===== config.mk =====
export PLATFORM = sky130hd
export DESIGN_NAME = mem_arbiter
export DESIGN_NICKNAME = d
export VERILOG_FILES = /design/src/rtl/mem_arbiter.sv
export SDC_FILE = /design/constraint.sdc
export NUM_CORES = 1
export LEC_CHECK = 0
export ABC_CLOCK_PERIOD_IN_PS = 3190
export BUFFER_PORTS_ARGS = -buffer_cell sky130_fd_sc_hd__buf_2
export CAP_MARGIN = 20
export CELL_PAD_IN_SITES_DETAIL_PLACEMENT = 1
export CELL_PAD_IN_SITES_GLOBAL_PLACEMENT = 2
export CORE_AREA = 10 10 101 103
export CTS_CLUSTER_DIAMETER = 150
export CTS_CLUSTER_SIZE = 8
export DETAILED_ROUTE_END_ITERATION = 8
export DIE_AREA = 0 0 111 113
export PLACE_DENSITY_LB_ADDON = 0.1
export SLEW_MARGIN = 20
export SYNTH_ARGS = -nofsm -noshare
export SYNTH_HDL_FRONTEND = slang
export SYNTH_SLANG_ARGS = --single-unit

===== constraint.sdc =====
create_clock -name clk_in -period 3.19 [get_ports clk_in]
set_clock_uncertainty 0.1 [all_clocks]
set_input_delay 0.1595 -clock clk_in [delete_from_list [all_inputs] [get_ports clk_in]]
set_output_delay 0.1595 -clock clk_in [all_outputs]
set_load 0.01 [all_outputs]

===== src/rtl/mem_arbiter.sv =====
// mem_arbiter: shares the CHIP-8 memory between the ROM/font loader, the CPU
// and the display scanner.
// - The loader has strict priority.
// - The CPU and the display alternate round-robin.
// - The CPU can lock the memory for bursts.
// - A wait counter bounds how long the display can be held off.
// Grants and memory drive are combinational. Read data returns one cycle
// later, tagged with the reader that was granted.
module mem_arbiter #(
    parameter int ADDR_W   = 12,
    parameter int DATA_W   = 8,
    parameter int MAX_WAIT = 16
) (
    input  logic              clk_in,
    input  logic              rst_in,
    input  logic              ld_req,
    input  logic              ld_we,
    input  logic [ADDR_W-1:0] ld_addr,
    input  logic [DATA_W-1:0] ld_wdata,
    output logic              ld_gnt,
    output logic              ld_rvalid,
    input  logic              cpu_req,
    input  logic              cpu_we,
    input  logic              cpu_lock,
    input  logic [ADDR_W-1:0] cpu_addr,
    input  logic [DATA_W-1:0] cpu_wdata,
    output logic              cpu_gnt,
    output logic              cpu_rvalid,
    input  logic              dsp_req,
    input  logic [ADDR_W-1:0] dsp_addr,
    output logic              dsp_gnt,
    output logic              dsp_rvalid,
    output logic [DATA_W-1:0] rdata,
    output logic              mem_wr_go,
    output logic [ADDR_W-1:0] mem_wr_addr,
    output logic [DATA_W-1:0] mem_wr_data,
    output logic [ADDR_W-1:0] mem_rd_addr,
    input  logic [DATA_W-1:0] mem_rd_data,
    output logic              starved
);

    localparam logic [7:0] LP_MAX_WAIT = 8'(MAX_WAIT);
    localparam logic [1:0] TAG_NONE = 2'd0;
    localparam logic [1:0] TAG_LD   = 2'd1;
    localparam logic [1:0] TAG_CPU  = 2'd2;
    localparam logic [1:0] TAG_DSP  = 2'd3;

    logic              r_rr_ptr;      // 0: CPU preferred next, 1: display
    logic              r_lock;
    logic [7:0]        r_dsp_wait;
    logic              r_starved;
    logic [1:0]        r_tag;
    logic [ADDR_W-1:0] r_wr_addr;
    logic [DATA_W-1:0] r_wr_data;
    logic [ADDR_W-1:0] r_rd_addr;

    logic              w_forced;
    logic              w_ld_gnt;
    logic              w_cpu_gnt;
    logic              w_dsp_gnt;
    logic              w_wr_go;
    logic              w_rd_go;
    logic [ADDR_W-1:0] w_wr_addr;
    logic [DATA_W-1:0] w_wr_data;
    logic [ADDR_W-1:0] w_rd_addr;
    logic [1:0]        w_tag_next;

    // Arbitration: loader, then forced display, then lock owner, then round-robin.
    always_comb begin
        w_forced  = dsp_req && (r_dsp_wait == LP_MAX_WAIT);
        w_ld_gnt  = 1'b0;
        w_cpu_gnt = 1'b0;
        w_dsp_gnt = 1'b0;
        if (ld_req) begin
            w_ld_gnt = 1'b1;
        end else if (w_forced) begin
            w_dsp_gnt = 1'b1;
        end else if (r_lock) begin
            // While locked the display only gets in through a forced grant.
            w_cpu_gnt = cpu_req;
        end else if (cpu_req && (!dsp_req || !r_rr_ptr)) begin
            w_cpu_gnt = 1'b1;
        end else if (dsp_req) begin
            w_dsp_gnt = 1'b1;
        end
    end

    // Memory port drive. Addresses and write data hold when not refreshed.
    always_comb begin
        w_wr_go    = (w_ld_gnt && ld_we) || (w_cpu_gnt && cpu_we);
        w_rd_go    = (w_ld_gnt && !ld_we) || (w_cpu_gnt && !cpu_we) || w_dsp_gnt;
        w_wr_addr  = w_ld_gnt ? ld_addr  : cpu_addr;
        w_wr_data  = w_ld_gnt ? ld_wdata : cpu_wdata;
        w_rd_addr  = w_ld_gnt ? ld_addr  : (w_cpu_gnt ? cpu_addr : dsp_addr);
        w_tag_next = TAG_NONE;
        if (w_rd_go) begin
            if (w_ld_gnt)       w_tag_next = TAG_LD;
            else if (w_cpu_gnt) w_tag_next = TAG_CPU;
            else                w_tag_next = TAG_DSP;
        end
    end

    assign ld_gnt      = w_ld_gnt;
    assign cpu_gnt     = w_cpu_gnt;
    assign dsp_gnt     = w_dsp_gnt;
    assign mem_wr_go   = w_wr_go;
    assign mem_wr_addr = w_wr_go ? w_wr_addr : r_wr_addr;
    assign mem_wr_data = w_wr_go ? w_wr_data : r_wr_data;
    assign mem_rd_addr = w_rd_go ? w_rd_addr : r_rd_addr;
    assign ld_rvalid   = (r_tag == TAG_LD);
    assign cpu_rvalid  = (r_tag == TAG_CPU);
    assign dsp_rvalid  = (r_tag == TAG_DSP);
    // Read data is forced to zero outside a return cycle so it is 0 in reset.
    assign rdata       = (r_tag != TAG_NONE) ? mem_rd_data : '0;
    assign starved     = r_starved;

    // Round-robin pointer and burst lock.
    always_ff @(posedge clk_in or negedge rst_in) begin
        if (!rst_in) begin
            r_rr_ptr <= 1'b0;
            r_lock   <= 1'b0;
        end else begin
            if (w_cpu_gnt)      r_rr_ptr <= 1'b1;
            else if (w_dsp_gnt) r_rr_ptr <= 1'b0;
            if (w_cpu_gnt && cpu_lock) r_lock <= 1'b1;
            else if (!cpu_lock)        r_lock <= 1'b0;
        end
    end

    // Display wait counter and sticky starvation flag.
    always_ff @(posedge clk_in or negedge rst_in) begin
        if (!rst_in) begin
            r_dsp_wait <= 8'd0;
            r_starved  <= 1'b0;
        end else begin
            if (w_dsp_gnt || !dsp_req)       r_dsp_wait <= 8'd0;
            else if (r_dsp_wait < LP_MAX_WAIT) r_dsp_wait <= r_dsp_wait + 8'd1;
            if (w_dsp_gnt && w_forced) r_starved <= 1'b1;
        end
    end

    // Held memory addresses/data and the read-return tag.
    always_ff @(posedge clk_in or negedge rst_in) begin
        if (!rst_in) begin
            r_wr_addr <= '0;
            r_wr_data <= '0;
            r_rd_addr <= '0;
            r_tag     <= TAG_NONE;
        end else begin
            r_wr_addr <= mem_wr_addr;
            r_wr_data <= mem_wr_data;
            r_rd_addr <= mem_rd_addr;
            r_tag     <= w_tag_next;
        end
    end

endmodule


==> parameters.txt, run 1 <==
Parameter                              Value

Outcome
  Run status ... finished clean

Die
  Die W ... 111 um
  Starting density of the core ... 29.3%
  DIE HEIGHT ... 113 um
  I/O pin cnt ... 116
  Row count ... 33
  CORE AREA ... 8130 um2
  Total die area ... 12,500 um2

STA
  Count of pins over their slew limit ... 0
  Unrepaired setup endpoints after global routing ... no
  Tcrit/Tclk final ... 87.5%
  Worst-case headroom to the max-slew limit ... 47.7%
  Count of endpoints failing hold in the final timing report ... 0
  Least-Margin Pin Slew ... 0.777 ns
  Number of setup violations in the final report ... 0
  Time the worst path needs with I/O delays and setup ... 2.79 ns
  Total negative slack for setup checks ... 0 ns
  Max Clock Freq ... 358 MHz

GRT
  Pin count of the biggest net entering global routing ... 46
  Number of global-route vias before repair ... 2,180
  All-layer global routing usage ... 11.6%
  Antenna violations before repair ... 0
  Total gr overflow ... 0
  First-pass GRT wire length ... 12,000 um

Worst setup path
  Worst endpoint data arrival time ... 2.53 ns
  Crit path largest cell delay ... 0.55 ns
  Critical path, cell by cell ... or4_4 -> or4_4 -> nand2_1 -> a21oi_1 -> buf_2
  Type of the worst setup path ... flip-flop to output pin
  R2R cell count ... 4
  Library cell appearing most often on the critical path ... sky130_fd_sc_hd__or4_4
  Register-to-register path setup slack ... 0.89 ns
  CP max stage cell ... sky130_fd_sc_hd__or4_4
  Maximum net fanout on the critical path ... 13
  Data required time at the worst endpoint ... 2.93 ns
  Nature of the critical path endpoint ... output pin
  Startpoint Class ... flip-flop

CTS
  Post-CTS setup buffers ... 0
  Level count of the clock H-tree ... 2
  CTS root buf ... sky130_fd_sc_hd__clkbuf_8
  CTS clock-pin slew for the worst setup and hold paths ... 0.08 ns
  TritonCTS clock tree ... built
  TritonCTS buffer count ... 5
  Clock sinks ... 45
  Clock latency on the worst-skew pair ... 0.29 ns
  Number of buffers on the longest clock path ... 2

Pwr
  Reg power frac ... 44.1%
  Cell-internal power ... 1.09 mW
  Sw Pwr ... 0.469 mW
  Leakage power ... 1.61 nW
  Combinational power share ... 31.1%
  Proportion of total power due to net switching ... 30.0%
  VDD IR-drop max ... 0.219 mV
  Power density cells ... 493 nW/um2
  Portion of total power attributed to the clock network ... 24.9%
  Final total power ... 1.56 mW

Logic synthesis
  Net count after synthesis ... 259
  Xor/xnor share of the synthesized area ... 1.10%
  Number of standard cells after synthesis ... 189
  Area contributors post-synth ... sky130_fd_sc_hd__dfrtp_1, sky130_fd_sc_hd__mux2_4, sky130_fd_sc_hd__mux2_2
  Portion of the post-synthesis area used by sequential elements ... 47.2%
  Fraction of the mapped netlist area in simple logic gates ... 10.6%
  Largest area contributor in the netlist ... sky130_fd_sc_hd__dfrtp_1
  Total number of yosys warnings ... 0
  Mapped Area ... 2390 um2
  Area fraction in compound gates after synthesis ... 8.44%
  Largest family of logic cells by synthesized area ... multiplexers
  Fraction of synthesized cell area taken by the top area cell type ... 47.2%
  Synthesized-area fraction occupied by adder cells ... 1.05%
  Unique cell type count in the Yosys netlist ... 36
  Mean Syn Cell Area ... 12.6 um2
  Flip-flop and latch count after synthesis ... 45
  Portion of netlist area occupied by mux cells ... 26.9%

Drt
  Total routed wirelength ... 7400 um
  Violation count after the first detailed-routing iteration ... 83
  Post-detailed-route wirelength per cell ... 18.0 um
  Number of iterations in the first detailed-routing pass ... 4
  Via count normalized by instance count ... 4.69
  Count of vias placed by the detailed router ... 1,932
  Number of nets with antenna violations after routing ... 0
  Drt drc ... 0

Run
  Max-cap viol count ... 0

Layout
  Post-layout util ... 38.9%
  Most common cell after layout, fill and taps aside ... sky130_fd_sc_hd__buf_2
  Total area of multi-input combinational cells ... 1160 um2
  Share of cells above drive strength 1 ... 56.7%
  Leading cell types in the layout, fill and taps excluded ... sky130_fd_sc_hd__buf_2, sky130_fd_sc_hd__dfrtp_1, sky130_fd_sc_hd__mux2_2
  Final antenna diode count ... 0
  Filler cell count in the final layout ... 948
  Post-Layout Cell Count ... 412
  # nets final ... 376
  Storage cell area ... 1130 um2
  Cell area after layout ... 3170 um2
  Area added between synthesis and finish ... 32.7%

Placement
  Placed inst area ... 3040 um2
  Cell count after placement ... 402
  DP HPWL ... 5700 um
  Count of buffers inserted at the top-level ports ... 115
  Placer congestion estimate ... 0.776

Min path
  Cells on Worst Hold Path ... 2
  Min-Delay Path Class ... primary input to flip-flop
==> per-layer routing <==
metal | routed length [um] | part of all wire [%] | global-route usage, %
met5 | 0 | 0 | 0
met4 | 94 | 1.3 | 2.78
met3 | 611 | 8.3 | 4.65
met2 | 3220 | 43 | 18.2
met1 | 3480 | 47 | 14.6
==> critical path: cells and delay by family (launching register included) <==
kind / cells / cell delay [ns]
compound gates: 1 / 0.18
buf+inv: 1 / 0.19
flops: 1 / 0.42
simple gates: 3 / 1.44
==> power by group through the flow <==
stage / Sequential (mW) / Clock, mW / Combinational, mW
final: 0.688 / 0.388 / 0.485
after global routing: 0.699 / 0.433 / 0.540
after CTS: 0.688 / 0.408 / 0.499
after detailed placement: 0.700 / 0 / 0.495
after global placement: 0.696 / 0 / 0.492
after floorplan: 0.690 / 0 / 0.298
==> final cells by class <==
class / count / area share (%)
clock inverter: 1 / 0.158
inverter: 4 / 0.474
clock buffer: 7 / 3.04
sequential: 45 / 35.6
tap: 105 / 4.15
timing repair buffer: 121 / 19.8
multi-input combinational: 129 / 36.8
==> stage by stage <==
stage          hold slack (ns)  setup slack, ns
2_1_floorplan           -0.236            0.969
3_3_place_gp             0.274            0.736
3_5_place_dp             0.276            0.713
4_1_cts                 0.0867            0.374
5_1_grt                  0.112            0.251
6_report                0.0892            0.400
==> state kept, by name (all words and copies together), names as in the netlist <==
| register | count |
|---|---|
| r_rd_addr | 12 |
| r_wr_addr | 12 |
| r_dsp_wait | 8 |
| r_wr_data | 8 |
| r_tag | 2 |
| r_lock | 1 |
| r_rr_ptr | 1 |
| starved | 1 |
==> final timing paths <==
check / start / to
worst min register to register: r_wr_addr[2] / r_wr_addr[2]
worst max register to register: r_dsp_wait[2] / r_rd_addr[10]
min in group asynchronous: rst_in / r_tag[0]
worst min-delay path: dsp_req / r_dsp_wait[6]
max in group asynchronous: rst_in / r_dsp_wait[7]
worst max-delay path: r_dsp_wait[2] / mem_rd_addr[10]
==> repair_timing <==
item | CTS | global route
hold buffers | 2 | 0
hold endpoints to repair | 46 | 0
gates resized for setup | 0 | 0
==> synthesized netlist by cell type (all sizes together) <==
| library cell | n |
|---|---|
| buf | 8 |
| ha | 2 |
| nand3 | 1 |
| nand2b | 3 |
| inv | 4 |
| dfrtp | 45 |
| clkbuf | 3 |
| o22ai | 12 |
| nand2 | 4 |
| nand3b | 1 |
| nor2b | 12 |
| mux2 | 40 |
| nor3b | 1 |
| mux2i | 12 |
| nand4 | 1 |
| and3 | 3 |
| a21oi | 13 |
| nor3 | 2 |
| or3b | 1 |
| a22oi | 1 |
| and2 | 1 |
| a21o | 1 |
| nor4bb | 1 |
| or4 | 2 |
| o21a | 2 |
| nor2 | 7 |
| xor2 | 2 |
| a41oi | 1 |
| xnor2 | 1 |
| nor4 | 1 |
| a2bb2oi | 1 |
==> cells by family (layout without fill, tap and decap cells) <==
group | after synthesis | count (layout)
multiplexers | 52 | 52
flip-flops | 45 | 45
AND/OR/NAND/NOR | 41 | 41
AO/OA/AOI/OAI | 31 | 31
buffers and inverters | 15 | 133
XOR/XNOR | 3 | 3
adder cells (fa/ha/maj) | 2 | 2
(Power assumes the default switching activity.)
==> run 2, diff against run 1 <==
--- a/config.mk
+++ b/config.mk
@@ -16,6 +16,7 @@
 export DETAILED_ROUTE_END_ITERATION = 8
 export DIE_AREA = 0 0 111 113
 export PLACE_DENSITY_LB_ADDON = 0.1
+export RECOVER_POWER = 25
 export SLEW_MARGIN = 20
 export SYNTH_ARGS = -nofsm -noshare
 export SYNTH_HDL_FRONTEND = slang
==> parameters.txt, run 2 (synthesis results as in run 1) <==
Parameter                              Value

STA
  Time the worst path needs with I/O delays and setup ... 2.79 ns (unchanged)
  Number of setup violations in the final report ... 0 (unchanged)
  Tcrit/Tclk final ... 87.5% (unchanged)
  Count of endpoints failing hold in the final timing report ... 0 (unchanged)
  Max Clock Freq ... 358 MHz (unchanged)
  Count of pins over their slew limit ... 0 (unchanged)
  Total negative slack for setup checks ... 0 ns (unchanged)
  Unrepaired setup endpoints after global routing ... no (unchanged)
  Least-Margin Pin Slew ... 1.15 ns (was 0.777 ns)
  Worst-case headroom to the max-slew limit ... 23.3% (was 47.7%)
  Worst hold slack ... 0.0892 ns (unchanged)

Placement
  Placer congestion estimate ... 0.776 (unchanged)
  DP HPWL ... 5700 um (unchanged)
  Cell count after placement ... 402 (unchanged)
  Count of buffers inserted at the top-level ports ... 115 (unchanged)

GRT
  Antenna violations before repair ... 0 (unchanged)
  First-pass GRT wire length ... 12,000 um (unchanged)
  Met1 Usage GRT ... 14.6% (unchanged)
  All-layer global routing usage ... 11.6% (unchanged)
  GR Layer Usage met2 ... 18.2% (unchanged)
  Pin count of the biggest net entering global routing ... 46 (unchanged)
  Total gr overflow ... 0 (unchanged)
  GRT busiest layer ... met2 (unchanged)
  Number of global-route vias before repair ... 2,180 (unchanged)
  Grt met3 use ... 4.65% (unchanged)

Die
  CORE AREA ... 8130 um2 (unchanged)
  Die W ... 111 um (unchanged)
  DIE HEIGHT ... 113 um (unchanged)
  I/O pin cnt ... 116 (unchanged)
  Starting density of the core ... 29.3% (unchanged)
  Row count ... 33 (unchanged)
  Total die area ... 12,500 um2 (unchanged)

CTS
  Number of resized instances in the post-cts repair step ... 0 (unchanged)
  Level count of the clock H-tree ... 2 (unchanged)
  TritonCTS buffer count ... 5 (unchanged)
  TritonCTS clock tree ... built (unchanged)
  CTS clock-pin slew for the worst setup and hold paths ... 0.08 ns (about the same)
  Clock latency on the worst-skew pair ... 0.29 ns (about the same)
  Clock sinks ... 45 (unchanged)
  CTS root buf ... sky130_fd_sc_hd__clkbuf_8 (unchanged)
  Hold buffer count at cts ... 2 (unchanged)
  Post-CTS setup buffers ... 0 (unchanged)
  Number of buffers on the longest clock path ... 2 (unchanged)

Layout
  Total area of multi-input combinational cells ... 1160 um2 (unchanged)
  Area added between synthesis and finish ... 32.6% (was 32.7%)
  Post-Layout Cell Count ... 412 (unchanged)
  Filler cell count in the final layout ... 948 (unchanged)
  Most common cell after layout, fill and taps aside ... sky130_fd_sc_hd__buf_2 (unchanged)
  # nets final ... 376 (unchanged)
  Registers with the highest flip-flop counts ... r_rd_addr x12, r_wr_addr x12 (unchanged)
  Final antenna diode count ... 0 (unchanged)
  Share of cells above drive strength 1 ... 56.7% (unchanged)
  Leading cell types in the layout, fill and taps excluded ... sky130_fd_sc_hd__buf_2, sky130_fd_sc_hd__dfrtp_1, sky130_fd_sc_hd__mux2_2 (unchanged)
  Storage cell area ... 1130 um2 (unchanged)

Outcome
  Run status ... finished clean (unchanged)

Run
  Max-cap viol count ... 0 (unchanged)

Worst setup path
  Data required time at the worst endpoint ... 2.93 ns (about the same)
  Type of the worst setup path ... flip-flop to output pin (unchanged)
  Reg-to-reg endpoint ... r_rd_addr[10] (unchanged)
  Worst endpoint data arrival time ... 2.53 ns (about the same)
  Worst setup path startpoint ... r_dsp_wait[2] (unchanged)
  Reg-to-Reg Start ... r_dsp_wait[2] (unchanged)
  Crit path capture ... mem_rd_addr[10] (unchanged)
  Nature of the critical path endpoint ... output pin (unchanged)
  Startpoint Class ... flip-flop (unchanged)
  Register-to-register path setup slack ... 0.89 ns (about the same)
  Maximum net fanout on the critical path ... 13 (unchanged)
  R2R cell count ... 4 (unchanged)

Drt
  Number of iterations in the first detailed-routing pass ... 4 (unchanged)
  Count of vias placed by the detailed router ... 1,932 (unchanged)
  Total routed wirelength ... 7400 um (unchanged)
  Violation count after the first detailed-routing iteration ... 83 (unchanged)
  Post-detailed-route wirelength per cell ... 18.0 um (unchanged)
  Number of nets with antenna violations after routing ... 0 (unchanged)
  Via count normalized by instance count ... 4.69 (unchanged)
  Drt drc ... 0 (unchanged)

Min path
  Cells on Worst Hold Path ... 2 (unchanged)
  Min-Delay Path Class ... primary input to flip-flop (unchanged)
  Worst hold path startpoint ... dsp_req (unchanged)

Pwr
  VDD IR-drop max ... 0.219 mV (about the same)
  Leakage power ... 1.61 nW (about the same)
  Power density cells ... 493 nW/um2 (about the same)
run 2: how the worst min path moves through the flow:
stage,end,slack [ns]
after CTS,r_dsp_wait[6],0.09
after floorplan,r_dsp_wait[0],-0.24
after global placement,r_lock,0.27
after detailed placement,r_lock,0.28
after global routing,r_dsp_wait[7],0.11
final,r_dsp_wait[6],0.09
run 2: worst max-delay path, cell delays in order, from the launching register on:
cell	delay [ns]
sky130_fd_sc_hd__dfrtp_1	0.42
sky130_fd_sc_hd__or4_4	0.55
sky130_fd_sc_hd__or4_4	0.46
sky130_fd_sc_hd__nand2_1	0.43
sky130_fd_sc_hd__a21oi_1	0.18
sky130_fd_sc_hd__buf_2	0.19
run 2: final cells by class:
class,count,share of cell area (%)
sequential,45,35.6
clock inverter,1,0.158
timing repair buffer,121,19.8
clock buffer,7,3.05
inverter,4,0.475
tap,105,4.15
multi-input combinational,129,36.8
run 2: through the flow:
step	power (mW)	util [%]	worst slack [ns]	cell area, um2
after global placement	1.19	37.4	0.736	3040
after floorplan	0.988	-	0.969	2390
after global routing	1.67	38.9	0.251	3160
final	1.56	38.9	0.400	3160
after CTS	1.60	38.9	0.374	3160
after detailed placement	1.19	37.4	0.713	3040
run 2: report_power, final:
group,switching [mW],internal [mW]
sequential,0.0307,0.657
combinational,0.246,0.239
clock,0.192,0.196
run 2: routing by layer:
metal  wire length (um)  part of all wire, %
met5                  0                    0
met4                 94                  1.3
met3                611                  8.3
met2               3220                   43
met1               3480                   47
==> run 3, diff against run 2 <==
--- a/config.mk
+++ b/config.mk
@@ -6,7 +6,6 @@
 export NUM_CORES = 1
 export LEC_CHECK = 0
 export ABC_CLOCK_PERIOD_IN_PS = 3190
-export BUFFER_PORTS_ARGS = -buffer_cell sky130_fd_sc_hd__buf_2
 export CAP_MARGIN = 20
 export CELL_PAD_IN_SITES_DETAIL_PLACEMENT = 1
 export CELL_PAD_IN_SITES_GLOBAL_PLACEMENT = 2
@@ -15,6 +14,7 @@
 export CTS_CLUSTER_SIZE = 8
 export DETAILED_ROUTE_END_ITERATION = 8
 export DIE_AREA = 0 0 111 113
+export DONT_BUFFER_PORTS = 1
 export PLACE_DENSITY_LB_ADDON = 0.1
 export RECOVER_POWER = 25
 export SLEW_MARGIN = 20
==> parameters.txt, run 3 (synthesis results as in run 1) <==
Parameter                              Value

Outcome
  Run status ... finished with violations (was finished clean)
  Violated checks ... max-capacitance violations, max-slew violations

Worst setup path
  Maximum net fanout on the critical path ... 13 (unchanged)
  Type of the worst setup path ... flip-flop to output pin (unchanged)
  Worst endpoint data arrival time ... 2.54 ns (was 2.53 ns)
  Data required time at the worst endpoint ... 2.93 ns (about the same)
  Nature of the critical path endpoint ... output pin (unchanged)
  Startpoint Class ... flip-flop (unchanged)

GRT
  Pin count of the biggest net entering global routing ... 46 (unchanged)
  Number of global-route vias before repair ... 1,738 (was 2,180)
  Total gr overflow ... 0 (unchanged)
  All-layer global routing usage ... 10.5% (was 11.6%)
  Antenna violations before repair ... 0 (unchanged)
  First-pass GRT wire length ... 10,600 um (was 12,000 um)

Die
  Starting density of the core ... 29.3% (unchanged)
  Total die area ... 12,500 um2 (unchanged)
  DIE HEIGHT ... 113 um (unchanged)
  Row count ... 33 (unchanged)
  I/O pin cnt ... 116 (unchanged)
  Die W ... 111 um (unchanged)
  CORE AREA ... 8130 um2 (unchanged)

Layout
  Share of cells above drive strength 1 ... 29.9% (was 56.7%)
  # nets final ... 263 (was 376)
  Most common cell after layout, fill and taps aside ... sky130_fd_sc_hd__dfrtp_1 (was sky130_fd_sc_hd__buf_2)
  Final antenna diode count ... 0 (unchanged)
  Registers with the highest flip-flop counts ... r_rd_addr x12, r_wr_addr x12 (unchanged)
  Post-Layout Cell Count ... 299 (was 412)
  Leading cell types in the layout, fill and taps excluded ... sky130_fd_sc_hd__dfrtp_1, sky130_fd_sc_hd__mux2_2, sky130_fd_sc_hd__mux2_4 (was sky130_fd_sc_hd__buf_2, sky130_fd_sc_hd__dfrtp_1, sky130_fd_sc_hd__mux2_2)
  Area added between synthesis and finish ... 9.39% (was 32.6%)

STA
  Unrepaired setup endpoints after global routing ... no (unchanged)
  Max Clock Freq ... 357 MHz (was 358 MHz)
  Count of endpoints failing hold in the final timing report ... 0 (unchanged)
  Least-Margin Pin Slew ... 2.12 ns (was 1.15 ns)
  Time the worst path needs with I/O delays and setup ... 2.80 ns (was 2.79 ns)
  Number of setup violations in the final report ... 0 (unchanged)
  Total negative slack for setup checks ... 0 ns (unchanged)
  Worst-case headroom to the max-slew limit ... -41.5% (was 23.3%)
  Count of pins over their slew limit ... 46 (was 0)
  Tcrit/Tclk final ... 87.8% (was 87.5%)

CTS
  Number of buffers on the longest clock path ... 2 (unchanged)
  Level count of the clock H-tree ... 2 (unchanged)
  TritonCTS buffer count ... 5 (unchanged)
  Number of resized instances in the post-cts repair step ... 0 (unchanged)
  Clock latency on the worst-skew pair ... 0.29 ns (about the same)
  Clock sinks ... 45 (unchanged)
  TritonCTS clock tree ... built (unchanged)
  CTS clock-pin slew for the worst setup and hold paths ... 0.09 ns (was 0.08 ns)
  CTS root buf ... sky130_fd_sc_hd__clkbuf_8 (unchanged)

Placement
  DP HPWL ... 5240 um (was 5700 um)
  Count of buffers inserted at the top-level ports ... 0 (was 115)
  Placer congestion estimate ... 0.742 (was 0.776)
  Cell count after placement ... 286 (was 402)

Drt
  Count of vias placed by the detailed router ... 1,532 (was 1,932)
  Total routed wirelength ... 6900 um (was 7400 um)
  Number of iterations in the first detailed-routing pass ... 4 (unchanged)
  Drt drc ... 0 (unchanged)
  Violation count after the first detailed-routing iteration ... 39 (was 83)
  Number of nets with antenna violations after routing ... 0 (unchanged)
  Post-detailed-route wirelength per cell ... 23.1 um (was 18.0 um)
  Via count normalized by instance count ... 5.12 (was 4.69)

Pwr
  Leakage power ... 1.15 nW (was 1.61 nW)
  VDD IR-drop max ... 0.184 mV (was 0.219 mV)
  Power density cells ... 550 nW/um2 (was 493 nW/um2)

Min path
  Min-Delay Path Class ... primary input to flip-flop (unchanged)

Run
  Max-cap viol count ... 1 (was 0)
## run 3: repair_timing
item	CTS	global route
buffers inserted	0	0
hold endpoints to repair	55	0
hold buffers	5	0
setup endpoints to repair	0	0
## run 3: area by class of cell
cell class	count	area [um2]
Tap cell	105	131
Clock buffer	7	96.3
Multi-Input combinational cell	129	1160
Timing Repair Buffer	8	72.6
Inverter	4	15.0
Fill cell	884	5520
Sequential cell	45	1130
Clock inverter	1	5.00
## run 3: power breakdown
group / total, mW / switching, mW / leakage, nW / internal (mW)
logic: 0.355 / 0.203 / 0.555 / 0.153
clock network: 0.392 / 0.195 / 0.0542 / 0.196
registers: 0.689 / 0.0315 / 0.542 / 0.657
## run 3: per-layer routing
layer | global-route usage [%] | vias to the layer above | part of all wire, %
met5 | 0 | - | 0
met3 | 6.29 | 4 | 12
met1 | 11.8 | 770 | 41
met4 | 1.82 | 0 | 0.64
met2 | 17.0 | 76 | 46
li1 | - | 682 | -
## run 3: per-stage QoR
step                      area, um2  util, %  worst slack (ns)  hold slack, ns  total power [mW]
after detailed placement       2460     30.2             0.739          -0.234              1.05
after floorplan                2390        -             0.969          -0.236             0.988
after global routing           2610     32.1             0.152          0.0523              1.53
after CTS                      2630     32.3             0.384          0.0574              1.47
final                          2610     32.1             0.390          0.0715              1.44
after global placement         2460     30.2             0.778          -0.234              1.04
## run 3: path summary, 6_finish.rpt
check | from | cells past startpoint | slack (ns) | endpoint
setup reg to reg | r_dsp_wait[2] | 5 | 0.70 | r_rd_addr[9]
max in group asynchronous | rst_in | 2 | 0.67 | r_dsp_wait[3]
hold reg to reg | r_wr_data[3] | 1 | 0.43 | r_wr_data[3]
min in group asynchronous | rst_in | 2 | 1.12 | r_tag[1]
setup / recovery | r_dsp_wait[2] | 5 | 0.39 | mem_rd_addr[9]
hold / removal | dsp_addr[4] | 2 | 0.07 | r_rd_addr[4]
## run 3: worst max-delay path, stage by stage (launching register included)
cell and delay, ns:
sky130_fd_sc_hd__dfrtp_1 0.43, sky130_fd_sc_hd__or4_4 0.56, sky130_fd_sc_hd__or4_4 0.46, sky130_fd_sc_hd__nand3_2 0.28
sky130_fd_sc_hd__o22ai_1 0.15, sky130_fd_sc_hd__a21oi_1 0.36
